### src/rtl/ahb_wbuf_pkg.sv
// Shared types for the AHB posted-write buffer.
// Holds htrans codes, the FIFO entry layout and the master FSM states.
package ahb_wbuf_pkg;

    localparam logic [1:0] HTRANS_IDLE   = 2'b00;
    localparam logic [1:0] HTRANS_NONSEQ = 2'b10;

    typedef struct packed {
        logic [31:0] addr;
        logic [2:0]  size;
        logic [31:0] data;
        logic [6:0]  chk;
    } wbuf_entry_t;

    typedef enum logic [1:0] {
        M_IDLE,
        M_WDATA,
        M_RDATA
    } mst_state_t;

endpackage

### src/rtl/ahb_wbuf_fifo.sv
// Synchronous FIFO of buffered writes with head and next-entry read ports.
// WBUF_RAW_FWD_EN additionally exposes the storage for read forwarding.
module wbuf_fifo
    import ahb_wbuf_pkg::*;
#(
    parameter int DEPTH = 4,
    localparam int PTR_W = $clog2(DEPTH)
) (
    input  logic             s_clk_i,
    input  logic             s_reset_i,
    input  logic             push,
    input  wbuf_entry_t      din,
    input  logic             pop,
    output wbuf_entry_t      head,
    output wbuf_entry_t      next_ent,
    output logic             full,
    output logic             empty,
    output logic [PTR_W:0]   count
`ifdef WBUF_RAW_FWD_EN
    ,output wbuf_entry_t     ents [DEPTH]
    ,output logic [PTR_W-1:0] rd_ptr_o
`endif
);

    wbuf_entry_t      mem [DEPTH];
    logic [PTR_W-1:0] rd_ptr;
    logic [PTR_W-1:0] wr_ptr;

    always_ff @(posedge s_clk_i) begin
        if (s_reset_i) begin
            rd_ptr <= '0;
            wr_ptr <= '0;
            count  <= '0;
        end else begin
            if (push) wr_ptr <= wr_ptr + PTR_W'(1);
            if (pop)  rd_ptr <= rd_ptr + PTR_W'(1);
            unique case ({push, pop})
                2'b10:   count <= count + (PTR_W+1)'(1);
                2'b01:   count <= count - (PTR_W+1)'(1);
                default: count <= count;
            endcase
        end
    end

    always_ff @(posedge s_clk_i) begin
        if (push) mem[wr_ptr] <= din;
    end

    assign head     = mem[rd_ptr];
    assign next_ent = mem[rd_ptr + PTR_W'(1)];
    assign full     = (count == (PTR_W+1)'(DEPTH));
    assign empty    = (count == '0);

`ifdef WBUF_RAW_FWD_EN
    assign ents     = mem;
    assign rd_ptr_o = rd_ptr;
`endif

endmodule

### src/rtl/ahb_wbuf.sv
// Posted-write buffer between the core AHB master and a RAM port.
// Define WBUF_RAW_FWD_EN to complete matching word reads from the buffer.
module ahb_wbuf
    import ahb_wbuf_pkg::*;
#(
    parameter int DEPTH = 4,
    localparam int PTR_W = $clog2(DEPTH)
) (
    input  logic        s_clk_i,
    input  logic        s_reset_i,
    input  logic [31:0] s_haddr_i,
    input  logic [31:0] s_hwdata_i,
    input  logic [2:0]  s_hsize_i,
    input  logic [1:0]  s_htrans_i,
    input  logic        s_hwrite_i,
    input  logic        s_hsel_i,
    input  logic [6:0]  s_hwchecksum_i,
    output logic [31:0] s_hrdata_o,
    output logic [6:0]  s_hrchecksum_o,
    output logic        s_hready_o,
    output logic        s_hresp_o,
    output logic [31:0] m_haddr_o,
    output logic [31:0] m_hwdata_o,
    output logic [6:0]  m_hwchecksum_o,
    output logic [2:0]  m_hsize_o,
    output logic [1:0]  m_htrans_o,
    output logic        m_hwrite_o,
    output logic        m_hsel_o,
    input  logic [31:0] m_hrdata_i,
    input  logic [6:0]  m_hrchecksum_i,
    input  logic        m_hready_i,
    input  logic        m_hresp_i,
    output logic        idle_o,
    output logic        err_o,
    input  logic        err_clr_i
);

    mst_state_t     state_q, state_d;
    logic           pend_valid_q, pend_write_q;
    logic [31:0]    pend_addr_q;
    logic [2:0]     pend_size_q;
    logic           err_q;
    logic           qual, wr_phase, rd_phase;
    logic           push, pop, full, empty;
    logic [PTR_W:0] count;
    wbuf_entry_t    din, head, next_ent, fwd_ent;
    logic           fwd_hit;
    logic           unused_bits;

    assign qual     = s_hsel_i & s_htrans_i[1] & s_hready_o;
    assign wr_phase = pend_valid_q & pend_write_q;
    assign rd_phase = pend_valid_q & ~pend_write_q;
    assign push     = wr_phase & ~full;
    assign din      = '{addr: pend_addr_q, size: pend_size_q,
                        data: s_hwdata_i, chk: s_hwchecksum_i};

`ifdef WBUF_RAW_FWD_EN
    wbuf_entry_t      ents [DEPTH];
    logic [PTR_W-1:0] rd_ptr;

    // Walk oldest to youngest so the youngest match wins.
    always_comb begin
        fwd_hit = 1'b0;
        fwd_ent = '0;
        for (int i = 0; i < DEPTH; i++) begin
            if (((PTR_W+1)'(i) < count) &&
                (ents[rd_ptr + PTR_W'(i)].addr == pend_addr_q) &&
                (ents[rd_ptr + PTR_W'(i)].size == 3'd2) &&
                (pend_size_q == 3'd2)) begin
                fwd_hit = rd_phase;
                fwd_ent = ents[rd_ptr + PTR_W'(i)];
            end
        end
    end
`else
    assign fwd_hit = 1'b0;
    assign fwd_ent = '0;
`endif

    wbuf_fifo #(.DEPTH(DEPTH)) u_fifo (
        .s_clk_i   (s_clk_i),
        .s_reset_i (s_reset_i),
        .push      (push),
        .din       (din),
        .pop       (pop),
        .head      (head),
        .next_ent  (next_ent),
        .full      (full),
        .empty     (empty),
        .count     (count)
`ifdef WBUF_RAW_FWD_EN
        ,.ents     (ents)
        ,.rd_ptr_o (rd_ptr)
`endif
    );

    always_ff @(posedge s_clk_i) begin
        if (s_reset_i) begin
            state_q      <= M_IDLE;
            pend_valid_q <= 1'b0;
            pend_write_q <= 1'b0;
            pend_addr_q  <= '0;
            pend_size_q  <= '0;
            err_q        <= 1'b0;
        end else begin
            state_q <= state_d;
            if (s_hready_o) begin
                pend_valid_q <= qual;
                if (qual) begin
                    pend_write_q <= s_hwrite_i;
                    pend_addr_q  <= s_haddr_i;
                    pend_size_q  <= s_hsize_i;
                end
            end
            if ((state_q == M_WDATA) && m_hresp_i) err_q <= 1'b1;
            else if (err_clr_i)                    err_q <= 1'b0;
        end
    end

    // Core side: writes gate only on FIFO space, reads mirror the RAM.
    always_comb begin
        s_hready_o     = 1'b1;
        s_hresp_o      = 1'b0;
        s_hrdata_o     = m_hrdata_i;
        s_hrchecksum_o = m_hrchecksum_i;
        if (wr_phase) begin
            s_hready_o = ~full;
        end else if (rd_phase) begin
            if (fwd_hit) begin
                s_hrdata_o     = fwd_ent.data;
                s_hrchecksum_o = fwd_ent.chk;
            end else if (state_q == M_RDATA) begin
                s_hready_o = m_hready_i;
                s_hresp_o  = m_hresp_i;
            end else begin
                s_hready_o = 1'b0;
            end
        end
        if (s_reset_i) begin
            s_hready_o = 1'b1;
            s_hresp_o  = 1'b0;
        end
    end

    // Address phases advance only on m_hready_i, so outputs hold in waits.
    always_comb begin
        state_d        = state_q;
        pop            = 1'b0;
        m_htrans_o     = HTRANS_IDLE;
        m_haddr_o      = head.addr;
        m_hsize_o      = head.size;
        m_hwrite_o     = 1'b1;
        m_hwdata_o     = head.data;
        m_hwchecksum_o = head.chk;
        unique case (state_q)
            M_IDLE: begin
                if (!empty) begin
                    m_htrans_o = HTRANS_NONSEQ;
                    if (m_hready_i) state_d = M_WDATA;
                end else if (rd_phase && !fwd_hit) begin
                    m_htrans_o = HTRANS_NONSEQ;
                    m_haddr_o  = pend_addr_q;
                    m_hsize_o  = pend_size_q;
                    m_hwrite_o = 1'b0;
                    if (m_hready_i) state_d = M_RDATA;
                end
            end
            M_WDATA: begin
                if (count > (PTR_W+1)'(1)) begin
                    m_htrans_o = HTRANS_NONSEQ;
                    m_haddr_o  = next_ent.addr;
                    m_hsize_o  = next_ent.size;
                end
                if (m_hready_i) begin
                    pop     = 1'b1;
                    state_d = (count > (PTR_W+1)'(1)) ? M_WDATA : M_IDLE;
                end
            end
            M_RDATA: begin
                if (m_hready_i) state_d = M_IDLE;
            end
            default: state_d = M_IDLE;
        endcase
        if (s_reset_i) m_htrans_o = HTRANS_IDLE;
    end

    assign m_hsel_o = m_htrans_o[1];
    assign idle_o   = s_reset_i |
                      (empty & (state_q == M_IDLE) & ~pend_valid_q);
    assign err_o    = err_q & ~s_reset_i;

    assign unused_bits = ^{s_htrans_i[0], next_ent.data, next_ent.chk,
                           fwd_ent.addr, fwd_ent.size};

endmodule

### config.mk
export PLATFORM = sky130hd
export DESIGN_NAME = ahb_wbuf
export DESIGN_NICKNAME = d
export VERILOG_FILES = /design/src/rtl/ahb_wbuf_pkg.sv /design/src/rtl/ahb_wbuf_fifo.sv /design/src/rtl/ahb_wbuf.sv
export SDC_FILE = /design/constraint.sdc
export NUM_CORES = 1
export LEC_CHECK = 0
export BUFFER_PORTS_ARGS = -buffer_cell sky130_fd_sc_hd__buf_2
export CAP_MARGIN = 15
export CORE_ASPECT_RATIO = 1.75
export CORE_UTILIZATION = 40
export DETAILED_ROUTE_END_ITERATION = 7
export HOLD_SLACK_MARGIN = 0.02
export MAX_ROUTING_LAYER = met4
export PLACE_DENSITY = 0.68
export SYNTH_ARGS = -nofsm -noshare
export SYNTH_HDL_FRONTEND = slang
export SYNTH_SLANG_ARGS = --single-unit
export TNS_END_PERCENT = 1
### constraint.sdc
create_clock -name s_clk_i -period 7.85 [get_ports s_clk_i]
set_input_delay 1.57 -clock s_clk_i [delete_from_list [all_inputs] [get_ports s_clk_i]]
set_output_delay 1.57 -clock s_clk_i [all_outputs]
set_load 0.02 [all_outputs]
==> results by group, run 1 <==
Yosys
  • Post-synth EDFFs: 296
  • Post-synthesis cell area: between 10000 and 15000 um^2
  • Avg Inst Size Synth: 17.2 um^2
  • Post-Syn Instances: approximately 840
  • Synth area leaders: edfxtp_1 (61%), mux4_2 (17%), dfxtp_1 (6.8%), buf_4 (3.0%), nand2_1 (1.9%)
  • Synth unique cells: 37
  • Synth Net Count: slightly below 1000
  • Count leader, synth: edfxtp_1
  • Yosys top cell by area: edfxtp_1
  • Synth top cells by count: edfxtp_1 (296), mux4_2 (109), nand2_1 (72)
  • Sequential area share after synthesis: 68.0%
  • Synthesis Warnings: 0
  • Top-area cell type share of the netlist area: between 60% and 70%
  • Seq cells post-synth: approximately 350
  • FFs w/ async S/R, synth: 0%
  • Primary FF master, synth: edfxtp_1

Clocking
  • TritonCTS clock tree: built
  • Clock slew at reported path FFs: ~0.060 ns
  • Deepest clock path buffer count: 3
  • Hold-fix buffers at CTS: 0
  • Clock buffer count from CTS: 31
  • Postcts setup bufs: 0
  • CTS sink cnt: around 350
  • Post_cts resized: 0
  • Clk_lat worst skew: around 0.56 ns
  • H-tree Lvls: 1
  • CTS root buffer: clkbuf_16

Worst setup path
  • CP top delay family: simple AND/OR/NAND/NOR gates
  • Critical-path cell list: inv_1 -> ha_1 -> nand2b_1 -> nor4_4 -> buf_4 -> a22oi_1 -> o21ai_1 -> buf_2
  • Critical path fanouts, max: 26
  • Crit path largest cell delay: between 0.7 and 0.8 ns
  • CP endpoint kind: primary output
  • CP Launch Type: register
  • Worst Path Buf+Inv: 3
  • Data arrival time of the critical path: around 3.2 ns
  • Crit Path Class: reg2out
  • Slowest-stage cell, CP: nor4_4
  • Required time of the worst setup path: between 6 and 7 ns

Pwr
  • Clk pwr share: about two fifths
  • Switch share: 22.1%
  • Pwr dens: ~230 nW/um^2
  • Internal power: 2920 uW
  • Flop pwr share: a little over half
  • Peak supply drop: between 0.1 and 0.15 mV
  • Leakage dissipation: between 0.005 and 0.006 uW
  • Comb pwr share: under 10%
  • Net switching power: roughly 830 uW

Route
  • Initial DRC count: between 400 and 500
  • Pre-antenna DRT Iters: 5
  • Post-DR wirelength/cell: between 20 and 25 um
  • Vias per cell: roughly 5.4
  • DRT antenna net count: 0
  • Vias: about 7800
  • Post-Route WL: 30900 um
  • DRC Markers: 0

Min path
  • Worst Hold Class: reg2reg

Finish
  • Non-Filler Instances: 1453
  • Synthesis-to-layout area growth: 13.2%
  • Ant. Diodes: 0
  • Filler cells: about 3200
  • Share of cells above drive strength 1: a little over a third
  • Nets@finish: around 1100

Floorplan
  • Die span in x: between 100 and 150 um
  • Die Y: 254 um
  • IO Pins: 243
  • Placement Rows: slightly above 90
  • Core Region: around 36000 um^2
  • Initial Util: 40.4%
  • Total Die Area: ~37000 um^2

Timing
  • Worst Tran Pin Value: between 1 and 1.5 ns
  • Slew HR: a little under a third
  • Hold Slack: around 0.51 ns
  • Final Hold Fails: 0
  • Minimum clock period: 4.79 ns
  • Setup Viol. Count Final: 0
  • Worst Skew: ~0.012 ns
  • RSZ-0062 raised after global routing: no
  • Fin crit share: between 60% and 70%
  • Max-slew violations: 0
  • Fmax: 209 MHz
  • Setup TNS: 0 ns

Run status
  • Status: finished clean

Global route
  • Overall Global Routing Usage: between 10% and 20%
  • First-pass GRT wire length: ~47000 um
  • Largest net degree at the start of global routing: 59
  • Vias in the first global route: 8140
  • Initial antenna violation count: 0
  • Grt ovf: 0

Placement
  • Placed instance count: between 1000 and 1500
  • Detail Placement HPWL: around 18000 um
  • Routability cong.: 0.716
  • PortBufs: around 160

Run
  • Number of max-cap violations: 0
[final timing paths]
path	start	endpoint	slack, ns	cells after the start
worst max-delay path	u_fifo.count[1]	m_haddr_o[31]	3.06	8
worst min-delay path	pend_size_q[2]	pend_size_q[2]	0.51	2
worst max register to register	u_fifo.count[1]	u_fifo.mem[0][30]	4.84	5
worst min register to register	pend_size_q[2]	pend_size_q[2]	0.51	2
[area by class of cell]
cell class,instances,area [um^2],area share (%)
inverter,45,169,1.03
clock buffer,36,795,4.84
clock inverter,21,184,1.12
timing repair buffer,174,901,5.49
multi-input combinational,362,3910,23.8
tap,470,588,3.58
sequential,345,9880,60.2
[worst min-delay path, delay by kind of cell, from the launching register on]
family           cells  cell delay (ns)
flip-flops           1             0.35
AO/OA/AOI/OAI        1             0.05
AND/OR/NAND/NOR      1             0.07
[power groups by stage]
stage / combinational (uW) / clock (uW) / sequential [uW]
floorplan: 188 / 0 / 2060
global placement: 245 / 0 / 2070
detailed placement: 248 / 0 / 2070
CTS: 249 / 1500 / 2030
global route: 265 / 1560 / 2040
finish: 244 / 1470 / 2030
[through the flow]
step	setup slack (ns)	power [uW]	cell area [um^2]	util (%)
3_3_place_gp	3.56	2320	15400	43.0
3_5_place_dp	3.57	2320	15400	43.0
5_1_grt	2.85	3860	16400	45.7
2_1_floorplan	3.81	2250	14500	-
6_report	3.06	3750	16400	45.7
4_1_cts	2.96	3780	16400	45.7
[routing by layer]
| layer | share of wire (%) | global-route usage, % |
|---|---|---|
| met1 | 38 | 19.1 |
| met2 | 55 | 31.8 |
| met5 | 0 | - |
| met4 | 2.9 | 6.52 |
| met3 | 4.4 | 2.05 |
[layout by cell type, fill, tap and decap left out, types with 12 or more instances in the layout]
cell type / n
buf_4: 12
a21oi_1: 43
nand2_1: 72
edfxtp_1: 296
clkbuf_16: 31
a22oi_1: 35
o21ai_1: 30
dfxtp_1: 45
nor2_1: 15
inv_1: 45
buf_2: 162
mux4_2: 109
[state kept, by name, indices dropped and copies added, names as in the netlist, named ones only]
signal / flops
u_fifo.mem: 296
pend_addr_q: 32
pend_size_q: 3
u_fifo.count: 3
state_q: 2
u_fifo.rd_ptr: 2
u_fifo.wr_ptr: 2
err_q: 1
pend_valid_q: 1
pend_write_q: 1
[kinds of logic (layout without fill, tap and decap cells)]
family	Yosys count	after routing	synth area share, %
flops	345	345	68.0
xor+xnor	5	5	0.302
buf+inv	136	276	5.21
fa+ha+maj	8	8	0.690
mux	111	111	17.1
other cells	1	1	0.0258
compound gates	124	124	5.16
simple gates	113	113	3.54
No activity file was read; power rests on OpenSTA's default activity.
==> inputs of run 2 (changes only) <==
--- a/config.mk
+++ b/config.mk
@@ -12,7 +12,7 @@
 export DETAILED_ROUTE_END_ITERATION = 7
 export HOLD_SLACK_MARGIN = 0.02
 export MAX_ROUTING_LAYER = met4
-export PLACE_DENSITY = 0.68
+export PLACE_DENSITY = 0.7
 export SYNTH_ARGS = -nofsm -noshare
 export SYNTH_HDL_FRONTEND = slang
 export SYNTH_SLANG_ARGS = --single-unit
==> constraint.sdc (replaced) <==
create_clock -name s_clk_i -period 4.1 [get_ports s_clk_i]
set_input_delay 0.82 -clock s_clk_i [delete_from_list [all_inputs] [get_ports s_clk_i]]
set_output_delay 0.82 -clock s_clk_i [all_outputs]
set_load 0.02 [all_outputs]
==> run 2 against run 1 <==
  * Design area up 0.47%
  * Largest power group unchanged
  * Via count about the same
  * Utilization increased by 0.22 points
  * Global-route usage barely moved
  * Highest routed layer unchanged
  * Critical path type unchanged
  * First-iteration DRC count grew 14%
  * Critical endpoint is now m_haddr_o[14]
  * Die area stayed put
  * Flip-flop and latch count stayed put
  * Non-clock buffer count up 8
  * Final cell count increased by 0.62%
  * Routed wire length rose by 0.87%
==> results by group, run 2 (synthesis results as in run 1) <==
Clocking
  • Hold-fix buffers at CTS: 0 (unchanged)
  • Clk_lat worst skew: 0.57 ns (about the same)
  • CTS sink cnt: 345 (unchanged)
  • H-tree Lvls: 1 (unchanged)
  • CTS root buffer: clkbuf_16
  • Post_cts resized: 0 (unchanged)
  • Postcts setup bufs: 0 (unchanged)
  • Deepest clock path buffer count: 3 (unchanged)
  • TritonCTS clock tree: built
  • Clock slew at reported path FFs: 0.07 ns (about the same)
  • Clock buffer count from CTS: 30 (-3.2%)

Worst setup path
  • Required time of the worst setup path: 3.28 ns (-3.00 ns)
  • CP endpoint kind: primary output
  • Critical path fanouts, max: 24 (-7.7%)
  • CP top delay family: compound AO/OA/AOI/OAI gates
  • Crit Path Class: reg2out
  • CP Launch Type: register
  • Crit path largest cell delay: 0.45 ns (-0.28 ns)
  • Worst Path Buf+Inv: 3 (unchanged)
  • Slowest-stage cell, CP: a21oi_4
  • Data arrival time of the critical path: 2.88 ns (-0.34 ns)
  • Critical-path cell list: inv_1 -> ha_1 -> nand2b_1 -> or3_1 -> a21oi_4 -> buf_12 -> o21ai_0 -> buf_2

Timing
  • Max-slew violations: 0 (unchanged)
  • Worst Tran Pin Value: 0.818 ns (-0.204 ns)
  • Fin crit share: roughly 90%
  • Setup TNS: 0 ns (unchanged)
  • RSZ-0062 raised after global routing: no
  • Worst Skew: 0.0105 ns (-0.000969 ns)
  • Setup Viol. Count Final: 0 (unchanged)
  • Fmax: approximately 270 MHz
  • Hold Slack: 0.460 ns (-0.0540 ns)
  • Slew HR: 45.5% (+14 points)
  • Minimum clock period: 3.70 ns
  • Final Hold Fails: 0 (unchanged)

Floorplan
  • Die Y: 254 um (unchanged)
  • Total Die Area: 37100 um^2 (unchanged)
  • Placement Rows: 92 (unchanged)
  • IO Pins: 243 (unchanged)
  • Core Region: 35900 um^2 (unchanged)
  • Initial Util: 40.4% (unchanged)
  • Die span in x: 146 um (unchanged)

Finish
  • Design area: 16500 um^2 (+0.47%)
  • Synthesis-to-layout area growth: 13.7%
  • Most frequent cells in the layout: edfxtp_1 (296), buf_2 (162), mux4_2 (109)
  • Share of cells above drive strength 1: 35.1% (+0.36 points)
  • Commonest non-fill, non-tap cell in the layout: edfxtp_1
  • Top flop regs: u_fifo.mem x296, pend_addr_q x32
  • Post-layout util: 45.9% (+0.22 points)
  • Largest register FFs: 296 (unchanged)
  • Top reg by flops: u_fifo.mem
  • Nets@finish: 1096 (+0.64%)

Run status
  • Status: finished clean

Route
  • DRT antenna net count: 0 (unchanged)
  • Initial DRC count: 493 (+14%)
  • Vias: 7836 (+0.089%)
  • Vias per cell: 5.36 (-0.53%)
  • Post-DR wirelength/cell: 21.3 um (+0.25%)
  • DRC Markers: 0 (unchanged)
  • Post-Route WL: 31200 um (+0.87%)
  • Pre-antenna DRT Iters: 5 (unchanged)

Global route
  • Overall Global Routing Usage: 17.3% (+0.040 points)
  • Grt ovf: 0 (unchanged)
  • Largest net degree at the start of global routing: 45 (-24%)
  • Vias in the first global route: 8422 (+3.5%)
  • Initial antenna violation count: 2 (+2)
  • First-pass GRT wire length: 47000 um (+0.15%)

Pwr
  • Leakage dissipation: 0.00550 uW (+0.60%)
  • Peak supply drop: 0.284 mV (+90%)
  • Total Power: 7020 uW (+87%)
  • Pwr dens: 426 nW/um^2 (+86%)

Placement
  • Detail Placement HPWL: 19500 um (+6.3%)
  • Placed cell area: 15600 um^2 (+0.87%)
  • Routability cong.: 0.741 (+3.5%)
  • PortBufs: 162 (unchanged)

Run
  • Number of max-cap violations: 0 (unchanged)

Min path
  • Worst Hold Class: in2reg
-- run 2: cell count changes in the layout (fill, tap and decap cells not counted), moves of 2 or more --
cell	change
buf_12	+6
buf_4	+2
bufinv_16	-2
clkbuf_1	+8
clkinv_1	-7
clkinv_4	+3
clkinvlp_4	-2
diode_2	+2
-- run 2: layer usage --
metal	vias to the layer above	track usage [%]	routed length, um
li1	3497	-	-
met2	243	31.8	17000
met1	4032	18.6	11600
met3	64	2.46	1560
met5	-	-	0
met4	0	7.32	1000
-- run 2: final cells by class --
class	count	area, um^2
Multi-Input combinational cell	362	3910
Clock inverter	13	116
Timing Repair Buffer	182	1040
Sequential cell	345	9880
Tap cell	470	588
Clock buffer	43	800
Inverter	45	169
Fill cell	3130	19400
Antenna cell	2	5.00
-- run 2: worst paths after layout --
path / start / end / slack, ns / cells past startpoint
worst max register to register: u_fifo.count[1] / u_fifo.mem[0][22] / 1.65 / 6
worst max-delay path: u_fifo.count[1] / m_haddr_o[14] / 0.40 / 8
worst min-delay path: s_hwchecksum_i[3] / u_fifo.mem[3][3] / 0.46 / 1
worst min register to register: pend_addr_q[19] / pend_addr_q[19] / 0.52 / 2
-- run 2: per-stage QoR --
stage | std cells | setup slack, ns
detailed placement | 1404 | 1.01
global route | 1462 | 0.256
floorplan | 843 | 0.848
global placement | 1404 | 1.02
CTS | 1460 | 0.386
finish | 1462 | 0.398
-- run 2: power breakdown --
| part | switching, uW | total, uW | internal, uW |
|---|---|---|---|
| Clock | 1220 | 2650 | 1430 |
| Sequential | 46.1 | 3890 | 3840 |
| Combinational | 300 | 478 | 179 |
==> inputs of run 3 (changes only) <==
--- a/config.mk
+++ b/config.mk
@@ -12,7 +12,7 @@
 export DETAILED_ROUTE_END_ITERATION = 7
 export HOLD_SLACK_MARGIN = 0.02
 export MAX_ROUTING_LAYER = met4
-export PLACE_DENSITY = 0.7
+export PLACE_DENSITY = 0.68
 export SYNTH_ARGS = -nofsm -noshare
 export SYNTH_HDL_FRONTEND = slang
 export SYNTH_SLANG_ARGS = --single-unit
==> constraint.sdc (replaced) <==
create_clock -name s_clk_i -period 4.4 [get_ports s_clk_i]
set_input_delay 0.88 -clock s_clk_i [delete_from_list [all_inputs] [get_ports s_clk_i]]
set_output_delay 0.88 -clock s_clk_i [all_outputs]
set_load 0.02 [all_outputs]
==> run 3 against run 2 <==
  * Utilization grew 0.24 points
  * Sequential power decreased by 6.7%
  * Die area unchanged
  * Design area rose by 0.53%
  * Non-clock buffer count unchanged
  * Critical path type unchanged
  * Critical endpoint is now m_haddr_o[6]
  * Largest cell class unchanged
==> results by group, run 3 (synthesis results as in run 1) <==
Worst setup path
  • Reg2reg end: u_fifo.mem[2][29]
  • Data arrival time of the critical path: 2.94 ns (+0.06 ns)
  • Crit Path Class: reg2out
  • Required time of the worst setup path: 3.52 ns (+0.24 ns)
  • Reg-to-Reg Start: u_fifo.count[1]
  • Worst Path Buf+Inv: 2 (-1)
  • R2r setup slk: 1.56 ns (-0.09 ns)
  • CP Launch Type: register
  • Critical path fanouts, max: 19 (-21%)
  • CP endpoint kind: primary output
  • Crit path largest cell delay: 0.59 ns (+0.14 ns)
  • Worst-case reg-to-reg path depth: 5 (-1)
  • Critical-path cell list: nor2b_1 -> o21a_2 -> buf_4 -> a22oi_1 -> o21ai_1 -> buf_2
  • CP top delay family: compound AO/OA/AOI/OAI gates
  • Slowest-stage cell, CP: dfxtp_1

Finish
  • Design area: 16600 um^2 (+0.53%)
  • Top reg by flops: u_fifo.mem
  • Filler cells: 3190 (+1.9%)
  • Share of cells above drive strength 1: 36.2% (+1.2 points)
  • Nets@finish: 1097 (+0.091%)
  • Most frequent cells in the layout: edfxtp_1 (296), buf_2 (162), mux4_2 (109)
  • Ant. Diodes: 0 (-2)
  • Largest register FFs: 296 (unchanged)
  • Top flop regs: u_fifo.mem x296, pend_addr_q x32
  • Commonest non-fill, non-tap cell in the layout: edfxtp_1
  • Synthesis-to-layout area growth: 14.3%
  • Non-Filler Instances: 1461 (-0.068%)

Floorplan
  • Core Region: 35900 um^2 (unchanged)
  • Total Die Area: 37100 um^2 (unchanged)
  • Initial Util: 40.4% (unchanged)
  • IO Pins: 243 (unchanged)
  • Placement Rows: 92 (unchanged)
  • Die span in x: 146 um (unchanged)
  • Die Y: 254 um (unchanged)

Timing
  • RSZ-0062 raised after global routing: no
  • Setup Viol. Count Final: 0 (unchanged)
  • Fmax: 262 MHz
  • Max-slew violations: 0 (unchanged)
  • Slew HR: 33.2% (-12 points)
  • Worst Tran Pin Value: 1.00 ns (+0.184 ns)
  • Final Hold Fails: 0 (unchanged)
  • Worst setup margin: 0.581 ns (+0.182 ns)
  • Setup TNS: 0 ns (unchanged)
  • Fin crit share: slightly below 90%
  • Minimum clock period: 3.82 ns
  • Worst Skew: 0.0154 ns (+0.00482 ns)

Pwr
  • Net switching power: 1530 uW (-2.4%)
  • Total Power: 6820 uW (-2.9%)
  • Internal power: 5290 uW (-3.0%)
  • Flop pwr share: 53.2% (-2.2 points)
  • Clk pwr share: 40.4% (+2.6 points)
  • Comb pwr share: 6.4% (-0.4 points)
  • Peak supply drop: 0.257 mV (-9.6%)
  • Leakage dissipation: 0.00555 uW (+0.91%)
  • Pwr dens: 411 nW/um^2 (-3.4%)
  • Switch share: 22.4% (+0.10 points)

Route
  • DRT antenna net count: 0 (unchanged)
  • Metal-1 WL: 11400 um (-1.7%)
  • Post-DR wirelength/cell: 21.1 um (-1.1%)
  • Post-Route WL: 30800 um (-1.1%)
  • Initial DRC count: 472 (-4.3%)
  • Vias per cell: 5.34 (-0.31%)
  • Met3 wire length: 1360 um (-13%)
  • DR WL met2: 17200 um (+0.96%)
  • Vias: 7806 (-0.38%)
  • DRC Markers: 0 (unchanged)
  • Top Metal Used: met4
  • Pre-antenna DRT Iters: 4 (-1)

Clocking
  • Post_cts resized: 0 (unchanged)
  • Postcts setup bufs: 0 (unchanged)
  • Clock slew at reported path FFs: 0.07 ns (about the same)
  • CTS root buffer: clkbuf_16
  • Clk_lat worst skew: 0.57 ns (about the same)
  • Hold-fix buffers at CTS: 0 (unchanged)
  • CTS sink cnt: 345 (unchanged)
  • TritonCTS clock tree: built
  • Clock buffer count from CTS: 31 (+3.3%)
  • Deepest clock path buffer count: 3 (unchanged)
  • H-tree Lvls: 1 (unchanged)

Placement
  • Placed cell area: 15500 um^2 (-0.24%)
  • Placed instance count: 1404 (unchanged)
  • Detail Placement HPWL: 19100 um (-1.9%)
  • Routability cong.: 0.732 (-1.3%)
  • Post-place setup slack: 1.18 ns (+0.172 ns)
  • PortBufs: 162 (unchanged)

Run
  • Number of max-cap violations: 0 (unchanged)

Global route
  • Overall Global Routing Usage: 17.2% (-0.14 points)
  • Largest net degree at the start of global routing: 61 (+36%)
  • Grt ovf: 0 (unchanged)
  • First-pass GRT wire length: 46700 um (-0.73%)
  • Initial antenna violation count: 0 (-2)
  • Vias in the first global route: 8210 (-2.5%)

Run status
  • Status: finished clean

Min path
  • Worst Hold Class: in2reg
  • Hold path start: s_hwdata_i[9]
  • Worst Hold Path Cells: 1 (unchanged)
  • Worst Hold End: u_fifo.mem[1][16]
==> run 3: changes by cell type in the layout (fill, tap and decap cells not counted) <==
| cell | delta |
|---|---|
| inv_6 | +2 |
| clkinv_8 | -1 |
| clkinv_2 | +1 |
| clkinv_4 | +1 |
| buf_12 | -3 |
| inv_8 | +1 |
| clkbuf_16 | +1 |
| clkinvlp_4 | +4 |
| clkbuf_1 | -12 |
| clkinv_1 | +1 |
| bufinv_16 | +3 |
| buf_4 | +3 |
| diode_2 | -2 |
==> run 3: cell type report <==
cell class | instances | area [um^2] | share of cell area, %
Sequential cell | 345 | 9880 | 59.6
Multi-Input combinational cell | 362 | 3910 | 23.5
Timing Repair Buffer | 182 | 998 | 6.02
Clock buffer | 32 | 779 | 4.70
Tap cell | 470 | 588 | 3.55
Clock inverter | 25 | 267 | 1.61
Inverter | 45 | 169 | 1.02
==> run 3: power by group through the flow <==
stage / clock [uW] / sequential, uW / combinational (uW)
2_1_floorplan: 0 / 3680 / 335
3_3_place_gp: 0 / 3700 / 442
3_5_place_dp: 0 / 3700 / 448
4_1_cts: 2820 / 3630 / 449
5_1_grt: 2910 / 3630 / 476
6_report: 2750 / 3630 / 440
==> run 3: worst max path at each step <==
stage / from / to / slack (ns) / cells after the start
after global placement: state_q[0] / m_haddr_o[6] / 1.20 / 6
after detailed placement: state_q[0] / m_haddr_o[6] / 1.18 / 6
after floorplan: u_fifo.count[1] / u_fifo.mem[0][0] / 1.15 / 4
after CTS: state_q[0] / m_haddr_o[6] / 0.55 / 6
after global routing: state_q[0] / m_haddr_o[6] / 0.39 / 6
final: state_q[0] / m_haddr_o[6] / 0.58 / 6
==> run 3: through the flow <==
step	hold WS [ns]	util (%)
after global routing	0.500	46.2
final	0.514	46.2
after global placement	0.496	43.3
after CTS	0.488	46.2
after floorplan	0.475	-
after detailed placement	0.510	43.3
==> run 3: routing by layer <==
| metal | global-route usage, % | vias up |
|---|---|---|
| met3 | 2.12 | 50 |
| met5 | - | - |
| met4 | 6.76 | 0 |
| li1 | - | 3497 |
| met1 | 18.4 | 4031 |
| met2 | 32.1 | 228 |
==> run 3: worst reg2reg max path, stage by stage (launching register included) <==
cell and delay (ns):
dfxtp_1 0.38, inv_1 0.11, ha_1 0.24, a21oi_1 0.63, and2_4 0.73, buf_4 0.43
